**src/rtl/usr_pkg.sv**
```systemverilog
// Shared types for the universal shift register: operation modes and burst FSM states.
// Latency: n/a (types and one helper function only).
// Backpressure: n/a.
package usr_pkg;

    // Operation select as presented on mode_i. Code 7 is reserved and behaves as HOLD.
    typedef enum logic [2:0] {
        MODE_HOLD = 3'd0,
        MODE_LOAD = 3'd1,
        MODE_SHL  = 3'd2,
        MODE_SHR  = 3'd3,
        MODE_ROL  = 3'd4,
        MODE_ROR  = 3'd5,
        MODE_ASR  = 3'd6,
        MODE_RSVD = 3'd7
    } usr_mode_t;

    // Burst controller states.
    typedef enum logic [1:0] {
        ST_IDLE  = 2'd0,
        ST_SHIFT = 2'd1,
        ST_DONE  = 2'd2
    } usr_state_t;

    // Only the shift/rotate modes can run as a counted burst.
    function automatic logic is_burst_mode(input usr_mode_t m);
        logic ok;
        case (m)
            MODE_SHL, MODE_SHR, MODE_ROL, MODE_ROR, MODE_ASR: ok = 1'b1;
            default:                                          ok = 1'b0;
        endcase
        return ok;
    endfunction

endpackage

```
**src/rtl/usr_burst_ctrl.sv**
```systemverilog
// Burst controller: IDLE/SHIFT/DONE FSM with a clamped remaining-shift counter.
// Latency: accepts a start on the edge it is seen; N shifts follow on the next N edges, then one DONE cycle.
// Backpressure: none; start_i is simply ignored outside IDLE or with a non-shift mode.
//
// Ports: clk/reset (async, active-high); mode_i/start_i/count_i burst request;
// burst_mode_o latched mode; accept_o start taken this cycle; shift_o shift on this edge;
// idle_o in IDLE; busy_o in SHIFT; done_o in DONE.
module usr_burst_ctrl
    import usr_pkg::*;
#(
    parameter  int WIDTH = 8,
    localparam int CNT_W = $clog2(WIDTH + 1)
) (
    input  logic             clk,
    input  logic             reset,
    input  usr_mode_t        mode_i,
    input  logic             start_i,
    input  logic [CNT_W-1:0] count_i,
    output usr_mode_t        burst_mode_o,
    output logic             accept_o,
    output logic             shift_o,
    output logic             idle_o,
    output logic             busy_o,
    output logic             done_o
);

    usr_state_t       state_q, state_d;
    usr_mode_t        mode_q,  mode_d;
    logic [CNT_W-1:0] cnt_q,   cnt_d;
    logic [CNT_W-1:0] cnt_clamped;

    // A register can be shifted at most WIDTH times before its contents are fully replaced.
    assign cnt_clamped = (count_i > CNT_W'(WIDTH)) ? CNT_W'(WIDTH) : count_i;

    always_comb begin
        state_d  = state_q;
        mode_d   = mode_q;
        cnt_d    = cnt_q;
        accept_o = 1'b0;
        case (state_q)
            ST_IDLE: begin
                if (start_i && is_burst_mode(mode_i)) begin
                    accept_o = 1'b1;
                    mode_d   = mode_i;
                    cnt_d    = cnt_clamped;
                    // A zero-length burst still reports completion.
                    state_d  = (cnt_clamped == '0) ? ST_DONE : ST_SHIFT;
                end
            end
            ST_SHIFT: begin
                cnt_d = cnt_q - CNT_W'(1);
                if (cnt_q == CNT_W'(1)) begin
                    state_d = ST_DONE;
                end
            end
            ST_DONE: begin
                state_d = ST_IDLE;
            end
            default: begin
                state_d = ST_IDLE;
            end
        endcase
    end

    always_ff @(posedge clk or posedge reset) begin
        if (reset) begin
            state_q <= ST_IDLE;
            mode_q  <= MODE_HOLD;
            cnt_q   <= '0;
        end else begin
            state_q <= state_d;
            mode_q  <= mode_d;
            cnt_q   <= cnt_d;
        end
    end

    assign burst_mode_o = mode_q;
    assign shift_o      = (state_q == ST_SHIFT);
    assign idle_o       = (state_q == ST_IDLE);
    assign busy_o       = (state_q == ST_SHIFT);
    assign done_o       = (state_q == ST_DONE);

endmodule

```
**src/rtl/univ_shift_register.sv**
```systemverilog
// Universal shift register: hold/load/shift/rotate/arith-shift per cycle, plus counted shift bursts.
// Latency: register updates on each rising edge; a burst of N shifts completes N+1 edges after acceptance.
// Backpressure: none; inputs other than sl_i/sr_i are ignored while a burst is busy or done.
//
// Ports: clk/reset (async, active-high); mode_i op select; load_i parallel data;
// sl_i/sr_i serial inputs; start_i/count_i burst request; q_o contents;
// msb_o/lsb_o end bits; busy_o burst shifting; done_o one-cycle burst-complete pulse.
module univ_shift_register
    import usr_pkg::*;
#(
    parameter  int WIDTH = 8,
    localparam int CNT_W = $clog2(WIDTH + 1)
) (
    input  logic             clk,
    input  logic             reset,
    input  logic [2:0]       mode_i,
    input  logic [WIDTH-1:0] load_i,
    input  logic             sl_i,
    input  logic             sr_i,
    input  logic             start_i,
    input  logic [CNT_W-1:0] count_i,
    output logic [WIDTH-1:0] q_o,
    output logic             msb_o,
    output logic             lsb_o,
    output logic             busy_o,
    output logic             done_o
);

    usr_mode_t        mode_in;
    usr_mode_t        burst_mode;
    usr_mode_t        eff_mode;
    logic             accept;
    logic             shift_en;
    logic             idle;
    logic [WIDTH-1:0] q_q, q_d;

    assign mode_in = usr_mode_t'(mode_i);

    usr_burst_ctrl #(
        .WIDTH (WIDTH)
    ) u_ctrl (
        .clk          (clk),
        .reset        (reset),
        .mode_i       (mode_in),
        .start_i      (start_i),
        .count_i      (count_i),
        .burst_mode_o (burst_mode),
        .accept_o     (accept),
        .shift_o      (shift_en),
        .idle_o       (idle),
        .busy_o       (busy_o),
        .done_o       (done_o)
    );

    // Bursts run on the latched mode; the accepting edge and the DONE cycle hold q.
    always_comb begin
        eff_mode = MODE_HOLD;
        if (shift_en) begin
            eff_mode = burst_mode;
        end else if (idle && !accept) begin
            eff_mode = mode_in;
        end
    end

    always_comb begin
        q_d = q_q;
        case (eff_mode)
            MODE_LOAD: q_d = load_i;
            MODE_SHL:  q_d = {q_q[WIDTH-2:0], sl_i};
            MODE_SHR:  q_d = {sr_i, q_q[WIDTH-1:1]};
            MODE_ROL:  q_d = {q_q[WIDTH-2:0], q_q[WIDTH-1]};
            MODE_ROR:  q_d = {q_q[0], q_q[WIDTH-1:1]};
            MODE_ASR:  q_d = {q_q[WIDTH-1], q_q[WIDTH-1:1]};
            default:   q_d = q_q;
        endcase
    end

    always_ff @(posedge clk or posedge reset) begin
        if (reset) begin
            q_q <= '0;
        end else begin
            q_q <= q_d;
        end
    end

    assign q_o   = q_q;
    assign msb_o = q_q[WIDTH-1];
    assign lsb_o = q_q[0];

endmodule
```
**config.mk**
```make
export PLATFORM = sky130hd
export DESIGN_NAME = univ_shift_register
export DESIGN_NICKNAME = d
export VERILOG_FILES = /design/src/rtl/usr_pkg.sv /design/src/rtl/usr_burst_ctrl.sv /design/src/rtl/univ_shift_register.sv
export SDC_FILE = /design/constraint.sdc
export NUM_CORES = 1
export LEC_CHECK = 0
export BUFFER_PORTS_ARGS = -buffer_cell sky130_fd_sc_hd__buf_2
export CORE_ASPECT_RATIO = 0.7
export CORE_MARGIN = 8
export CORE_UTILIZATION = 56
export CTS_CLUSTER_DIAMETER = 120
export DETAILED_ROUTE_END_ITERATION = 16
export PLACE_DENSITY = 0.84
export SYNTH_ARGS = -nofsm -noshare
export SYNTH_HDL_FRONTEND = slang
export SYNTH_HIERARCHICAL = 1
export SYNTH_SLANG_ARGS = --single-unit
```
**constraint.sdc**
```tcl
create_clock -name clk -period 5.6 [get_ports clk]
set_clock_uncertainty 0.15 [all_clocks]
set_input_delay 0.28 -clock clk [delete_from_list [all_inputs] [get_ports clk]]
set_output_delay 0.28 -clock clk [all_outputs]
set_load 0.03 [all_outputs]
```
==> summary.md, run 1 <==
| Metric | Value |
|---|---|
| CP required | 5.64 ns |
| Synth top area cells | dfrtp_1 (34%), mux2i_1 (6.3%), o221a_2 (5.3%) |
| Pre-Repair DR Iteration Count | 5 |
| Slew Limit Fails | 0 |
| Power Density | 721 nW/µm² |
| Crit path kind | flop to flop |
| Final ANT Viol Nets | 0 |
| Aggregate global routing overflow | 0 |
| Post-synthesis cell area | 1270 µm² |
| Synthesized area per cell | 10.3 µm² |
| Part of the power in registers | 25.2% |
| Asr flop ratio synth | 100% |
| Post-route cell area | 1440 µm² |
| GR peak layer | met2 |
| Net count, final | 174 |
| CP Launch Type | flop |
| Max VDD drop | 312 µV |
| Die height | 55.8 µm |
| H-Tree Level Count | 1 |
| Share of layout cells above drive strength 1 | 37.1% |
| Hold WC Path Type | primary input to flop |
| Initial antenna violation count | 0 |
| Final setup TNS | 0 ns |
| Post-CTS Setup Bufs | 0 |
| Post-synth net total | 145 |
| Clock share of power | 6.4% |
| Switching Share | 49.7% |
| Min Tclk post-route | 3.09 ns |
| Combinational share of power | 68.4% |
| Final non-filler cell total | 183 |
| Net Sw Power | 0.514 mW |
| Top cell type's share of synthesized area | 33.5% |
| GR Util All Layers | 15.7% |
| Worst-path cell chain | nor2b_1 > nor4bb_1 > a21oi_2 > nand3_1 > a21boi_2 > o221a_2 |
| Yosys warning total | 6 |
| RSZ-0062 raised after global routing | false |
| Static leakage | 0.645 nW |
| # resized after CTS | 0 |
| Cell variety after synth | 52 |
| Ports | 32 |
| Crit path largest cell delay | 0.89 ns |
| Max-cap viol count | 0 |
| Placed cells | 178 |
| Placer Congestion | 0.906 |
| Diodes inserted | 0 |
| Clock Sinks | 17 |
| Fmax | 0.324 GHz |
| CTS tree | done |
| Slowest CP cell | nor2b_1 |
| Finish-stage setup viols | 0 |
| First-pass GRT wire length | 5100 µm |
| Crit share post-route | 55.2% |
| Initial DRC Count | 77 |
| Routed WL per cell | 17.1 µm |
| Area leader, netlist | dfrtp_1 |
| Die width | 72.9 µm |
| Root Buffer | clkbuf_4 |
| Initial core utilization | 58.9% |
| Largest buffer count on any clock path | 2 |
| DRC | 0 |
| Largest net degree at the start of global routing | 16 |
| Synth Register Bits | 17 |
| I/O Buffers | 31 |
| Worst-path clk slew | 0.10 ns |
| Core Footprint | 2150 µm² |
| Clock Latency Late Sink | 0.29 ns |
| Int Pwr | 0.521 mW |
| Most common flop cell mapped by yosys | dfrtp_1 |
| Vias post-DR | 1,112 |
| DR vias/cell | 6.08 |
| Final Util | 66.6% |
| Crit path DAT | 3.13 ns |
| WP buf/inv | 0 |
| Crit path max fanout | 15 |
| DP Wirelength | 2460 µm |
| GRT met3 Usage | 5.76% |
| Final hold vios | 0 |
| Slew at the pin closest to its max-slew limit | 1.07 ns |
| Die ar. | 4070 µm² |
| Vias in the first global route | 1,060 |
| Met2 global-route usage | 23.0% |
| M1 GR Usage | 21.5% |
| Post-Synthesis Cells | 123 |
| Placed standard-cell area | 1400 µm² |
| Crit path max-delay family | simple AND/OR/NAND/NOR gates |
| # rows | 14 |
| Filler cells | 179 |
| CTS Buf Count | 3 |
| Worst setup EP type | flop |
| Status | finished clean |
| # hold bufs at CTS | 1 |
| Worst slew margin | 28.3% |
| Synth-to-layout area growth | 13.1% |
| Post-synth EDFFs | 0 |
| Sequential element share of the synthesized area | 33.5% |
| DRT Wirelength | 3120 µm |
## routing by layer
layer	part of all wire [%]	wire length [µm]	vias up
met1	43	1360	529
met2	46	1440	52
met5	0	0	-
li1	-	-	525
met4	0.74	23	0
met3	9.6	301	6
## cells in the final DEF, fill, tap and decap left out, types with 6 or more instances in the layout
| master | netlist | layout |
|---|---|---|
| a2bb2oi_1 | 6 | 6 |
| buf_2 | 1 | 31 |
| dfrtp_1 | 17 | 17 |
| inv_1 | 9 | 9 |
| mux2i_1 | 8 | 8 |
| o221a_2 | 6 | 6 |
## through the flow
stage | hold WS, ns | setup WS, ns | total power, mW
after global placement | 0.105 | 2.68 | 0.925
after floorplan | -0.0543 | 3.39 | 0.856
after CTS | 0.101 | 2.53 | 1.03
after detailed placement | 0.106 | 2.55 | 0.960
final | 0.107 | 2.51 | 1.04
after global routing | 0.108 | 2.19 | 1.10
## power groups by stage
stage	Combinational [mW]	Clock, mW	Sequential [mW]
after global placement	0.670	0	0.255
after floorplan	0.560	0	0.296
after CTS	0.702	0.0668	0.258
after global routing	0.763	0.0710	0.269
after detailed placement	0.699	0	0.261
final	0.708	0.0664	0.261
## flip-flops by register name, indices dropped and copies added (netlist names)
register and count:
q_o 8, u_ctrl/burst_mode_o 3, u_ctrl/cnt_q 4, u_ctrl/state_q 2
## final timing paths
kind / from / endpoint / slack, ns / cells past startpoint
max in group asynchronous: reset / u_ctrl/burst_mode_o[2]$_DFFE_PP0P_ / 4.67 / 3
setup / recovery: u_ctrl/state_q[0]$_DFFE_PP0P_ / q_o[3]$_DFFE_PP0P_ / 2.51 / 6
hold reg to reg: u_ctrl/burst_mode_o[2]$_DFFE_PP0P_ / u_ctrl/burst_mode_o[2]$_DFFE_PP0P_ / 0.37 / 1
min in group asynchronous: reset / q_o[4]$_DFFE_PP0P_ / 0.34 / 3
hold / removal: mode_i[2] / u_ctrl/burst_mode_o[2]$_DFFE_PP0P_ / 0.11 / 2
setup reg to reg: u_ctrl/state_q[0]$_DFFE_PP0P_ / q_o[3]$_DFFE_PP0P_ / 2.51 / 6
## cell usage after synthesis (3+ instances only)
master,number
nor2b_1,3
nand4_1,3
mux2_1,3
mux2i_1,8
nand3b_1,3
nand3_1,3
buf_4,4
nand3_2,3
dfrtp_1,17
o221a_2,6
nand2_1,3
inv_1,9
a2bb2oi_1,6
nor2_1,3
## cell type report
cell class / instances / area (µm²) / share of cell area [%]
clock buffers: 4 / 26.3 / 1.83
flip-flops and latches: 17 / 425 / 29.6
well taps: 32 / 40.0 / 2.79
multi-input cells: 88 / 741 / 51.6
repair buffers: 32 / 165 / 11.5
inverters: 10 / 37.5 / 2.62
## worst register-to-register path: cells and delay by family (launching register included)
kind | cells | cell delay [ns]
compound gates | 3 | 1.12
flops | 1 | 0.49
simple gates | 3 | 1.23
## kinds of logic (layout without fill, tap and decap cells)
family	count (synthesis)	in the layout	share of synthesized area [%]
AO/OA/AOI/OAI	38	38	26.5
XOR/XNOR	2	2	2.86
adder cells (fa/ha/maj)	2	2	1.97
buffers and inverters	18	46	8.09
flip-flops	17	17	33.5
multiplexers	11	11	8.97
AND/OR/NAND/NOR	35	35	18.0
(Power assumes the default switching activity.)
==> run 2, diff against run 1 <==
--- a/config.mk
+++ b/config.mk
@@ -5,13 +5,14 @@
 export SDC_FILE = /design/constraint.sdc
 export NUM_CORES = 1
 export LEC_CHECK = 0
+export ABC_AREA = 1
 export BUFFER_PORTS_ARGS = -buffer_cell sky130_fd_sc_hd__buf_2
 export CORE_ASPECT_RATIO = 0.7
 export CORE_MARGIN = 8
-export CORE_UTILIZATION = 56
+export CORE_UTILIZATION = 53
 export CTS_CLUSTER_DIAMETER = 120
 export DETAILED_ROUTE_END_ITERATION = 16
-export PLACE_DENSITY = 0.84
+export PLACE_DENSITY = 0.79
 export SYNTH_ARGS = -nofsm -noshare
 export SYNTH_HDL_FRONTEND = slang
 export SYNTH_HIERARCHICAL = 1
==> constraint.sdc (replaced) <==
create_clock -name clk -period 3 [get_ports clk]
set_clock_uncertainty 0.15 [all_clocks]
set_input_delay 0.15 -clock clk [delete_from_list [all_inputs] [get_ports clk]]
set_output_delay 0.15 -clock clk [all_outputs]
set_load 0.03 [all_outputs]
==> run 2 against run 1 <==
  * Hold slack got worse by 0.093 ns
  * Register-to-register slack got worse by 1.9 ns
  * Setup slack got worse by 2.0 ns
  * Non-clock buffer count increased by 3
  * Synthesized cell count increased by 69%
  * Design area increased by 8.3%
  * Critical path depth increased by 10
  * Combinational power increased by 95%
  * Core utilization decreased by 2.4 points
  * Flip-flop and latch count unchanged
  * Critical endpoint is now q_o[0]$_DFFE_PP0P_
  * Largest cell class unchanged
==> summary.md, run 2 <==
| Metric | Value |
|---|---|
| Most common flop cell mapped by yosys | dfrtp_1 |
| Slew Limit Fails | 0 |
| Worst Reg-to-Reg Cells | 13 |
| Die ar. | 4410 µm² |
| Multi-input gate area | 748 µm² |
| Post-synth net total | 230 |
| I/O Buffers | 31 |
| Worst setup EP type | flop |
| Initial antenna violation count | 0 |
| Final Util | 64.2% |
| Commonest non-fill, non-tap cell in the layout | nand2_1 |
| Post-synth EDFFs | 0 |
| Sequential element share of the synthesized area | 31.9% |
| Pwr Total | 1.96 mW |
| Cell variety after synth | 21 |
| Hold WC Path Type | primary input to flop |
| Fmax | 0.409 GHz |
| CTS Buf Count | 3 |
| # rows | 15 |
| Slowest CP cell | dlygate4sd3_1 |
| Min Tclk post-route | 2.45 ns |
| Crit path largest cell delay | 0.53 ns |
| Max-cap viol count | 0 |
| H-Tree Level Count | 1 |
| Largest net degree at the start of global routing | 14 |
| Area leader, netlist | dfrtp_1 |
| Flop2flop setup slack | 0.64 ns |
| Top cell type's share of synthesized area | 31.9% |
| Static leakage | 0.913 nW |
| First-pass GRT wire length | 5020 µm |
| DRT Wirelength | 2880 µm |
| Status | finished clean |
| Yosys warning total | 6 |
| Pre-CTS WS | 0.677 ns |
| Synth-to-layout area growth | 16.4% |
| Crit path max-delay family | simple AND/OR/NAND/NOR gates |
| Largest buffer count on any clock path | 2 |
| Critical path depth | 16 |
| Ports | 32 |
| Placer Congestion | 0.902 |
| Initial core utilization | 55.1% |
| Slew at the pin closest to its max-slew limit | 0.363 ns |
| Post-CTS Setup Bufs | 0 |
| Crit path max fanout | 9 |
| Crit path DAT | 2.49 ns |
| Asr flop ratio synth | 100% |
| Die width | 76.0 µm |
| Final hold vios | 0 |
| Synth top area cells | dfrtp_1 (32%), nand2_1 (18%), nor2_1 (11%) |
| WP buf/inv | 3 |
| Clock Sinks | 17 |
| Die height | 58.0 µm |
| FF/Latch Area | 425 µm² |
| Filler cells | 227 |
| CTS tree | done |
| Final ANT Viol Nets | 0 |
| Net count, final | 265 |
| Initial DRC Count | 73 |
| Synth top cells by count | nand2_1 (64), nor2_1 (38), inv_1 (29) |
| Synthesized area per cell | 6.42 µm² |
| Worst slew margin | 75.8% |
| Worst Hold Depth | 3 |
| Post-Synthesis Cells | 208 |
| GR Util All Layers | 13.5% |
| Power Density | 1260 nW/µm² |
| Pre-Repair DR Iteration Count | 4 |
| DR vias/cell | 4.75 |
| Commonest non-fill, non-tap cells in the layout | nand2_1 (64), nor2_1 (38), buf_2 (31) |
| RSZ-0062 raised after global routing | false |
| Max VDD drop | 584 µV |
| Post-synthesis cell area | 1340 µm² |
| Crit path kind | primary input to flop |
| Most used cell, CP | nand2_1 |
| Finish-stage setup viols | 0 |
| Root Buffer | clkbuf_4 |
| Worst-path clk slew | 0.10 ns |
| Final setup TNS | 0 ns |
| Routed WL per cell | 10.4 µm |
| Vias in the first global route | 1,107 |
| DP Wirelength | 2270 µm |
| Crit share post-route | 81.6% |
| Most numerous cell in the Yosys netlist | nand2_1 |
| Synth Register Bits | 17 |
| Diodes inserted | 0 |
| CP required | 3.04 ns |
| CP Launch Type | primary input |
| Max reg flops | 8 |
| Aggregate global routing overflow | 0 |
| Share of layout cells above drive strength 1 | 23.1% |
| # resized after CTS | 0 |
| Core Footprint | 2420 µm² |
| Vias post-DR | 1,312 |
| Final WS setup | 0.552 ns |
| Worst-path cell chain | dlygate4sd3_1 > buf_2 > nor2_1 > nor2_4 > nand3_4 > inv_2 > nor2_2 > nand2_1 > nand2_1 > nand2_1 > nand2_2 > nand2_1 > nand2_1 > nand3_1 > nand2_1 > nand2_1 |
| Clock Latency Late Sink | 0.29 ns |
| DRC | 0 |
==> run 2: final timing paths <==
kind / startpoint / to
setup / recovery: mode_i[2] / q_o[0]$_DFFE_PP0P_
hold / removal: count_i[3] / u_ctrl/cnt_q[3]$_DFFE_PP0P_
setup reg to reg: u_ctrl/state_q[1]$_DFFE_PP0P_ / q_o[0]$_DFFE_PP0P_
hold reg to reg: u_ctrl/burst_mode_o[2]$_DFFE_PP0P_ / u_ctrl/burst_mode_o[2]$_DFFE_PP0P_
max in group asynchronous: reset / u_ctrl/state_q[1]$_DFFE_PP0P_
min in group asynchronous: reset / q_o[7]$_DFFE_PP0P_
==> run 2: layer usage <==
metal  vias to the layer above  track usage [%]  wire [µm]
li1                        707                -          -
met1                       575             19.4       1530
met2                        28             19.6       1200
met3                         2             4.17        134
met4                         0             1.67         12
met5                         -                0          0
==> run 2: per-stage QoR <==
step / area, µm² / hold WS [ns] / instances
after floorplan: 1340 / -0.184 / 208
after CTS: 1550 / 0.00824 / 276
final: 1550 / 0.0136 / 276
after global routing: 1550 / 0.0156 / 276
after global placement: 1490 / -0.0207 / 268
after detailed placement: 1490 / -0.0180 / 268
==> run 2: cell families after synthesis <==
group	Yosys count	share of synthesized area (%)
buf+inv	36	12.1
fa+ha+maj	2	1.87
xor+xnor	1	0.656
simple gates	146	51.0
compound gates	6	2.53
flops	17	31.9
==> run 2: power by group <==
part / switching [mW] / internal (mW) / total [mW]
combinational: 0.931 / 0.449 / 1.38
clock: 0.0718 / 0.0516 / 0.123
sequential: 0.106 / 0.352 / 0.458
total: 1.11 / 0.853 / 1.96
==> run 2: area by class of cell <==
type                            count  area share (%)
Tap cell                           34            2.74
Multi-Input combinational cell    155            48.1
Sequential cell                    17            27.4
Clock buffer                        4            1.69
Timing Repair Buffer               35            12.6
Inverter                           31            7.49
==> run 2: worst register-to-register path, stage by stage, from the launching register on <==
cell and delay (ns):
dfrtp_1 0.41, inv_1 0.08, nand2_2 0.19, inv_1 0.22, nor2_1 0.19, nand2_1 0.08
nand2_2 0.11, nand2_1 0.12, nand2_2 0.12, nand2_1 0.12, nand2_1 0.24, nand3_1 0.11
nand2_1 0.08, nand2_1 0.05
==> run 2: repair_timing <==
| action | 4_1_cts | 5_1_grt |
|---|---|---|
| hold buffers | 4 | 0 |
| setup endpoints to repair | 0 | 0 |
| endpoints found under the hold margin | 20 | 0 |
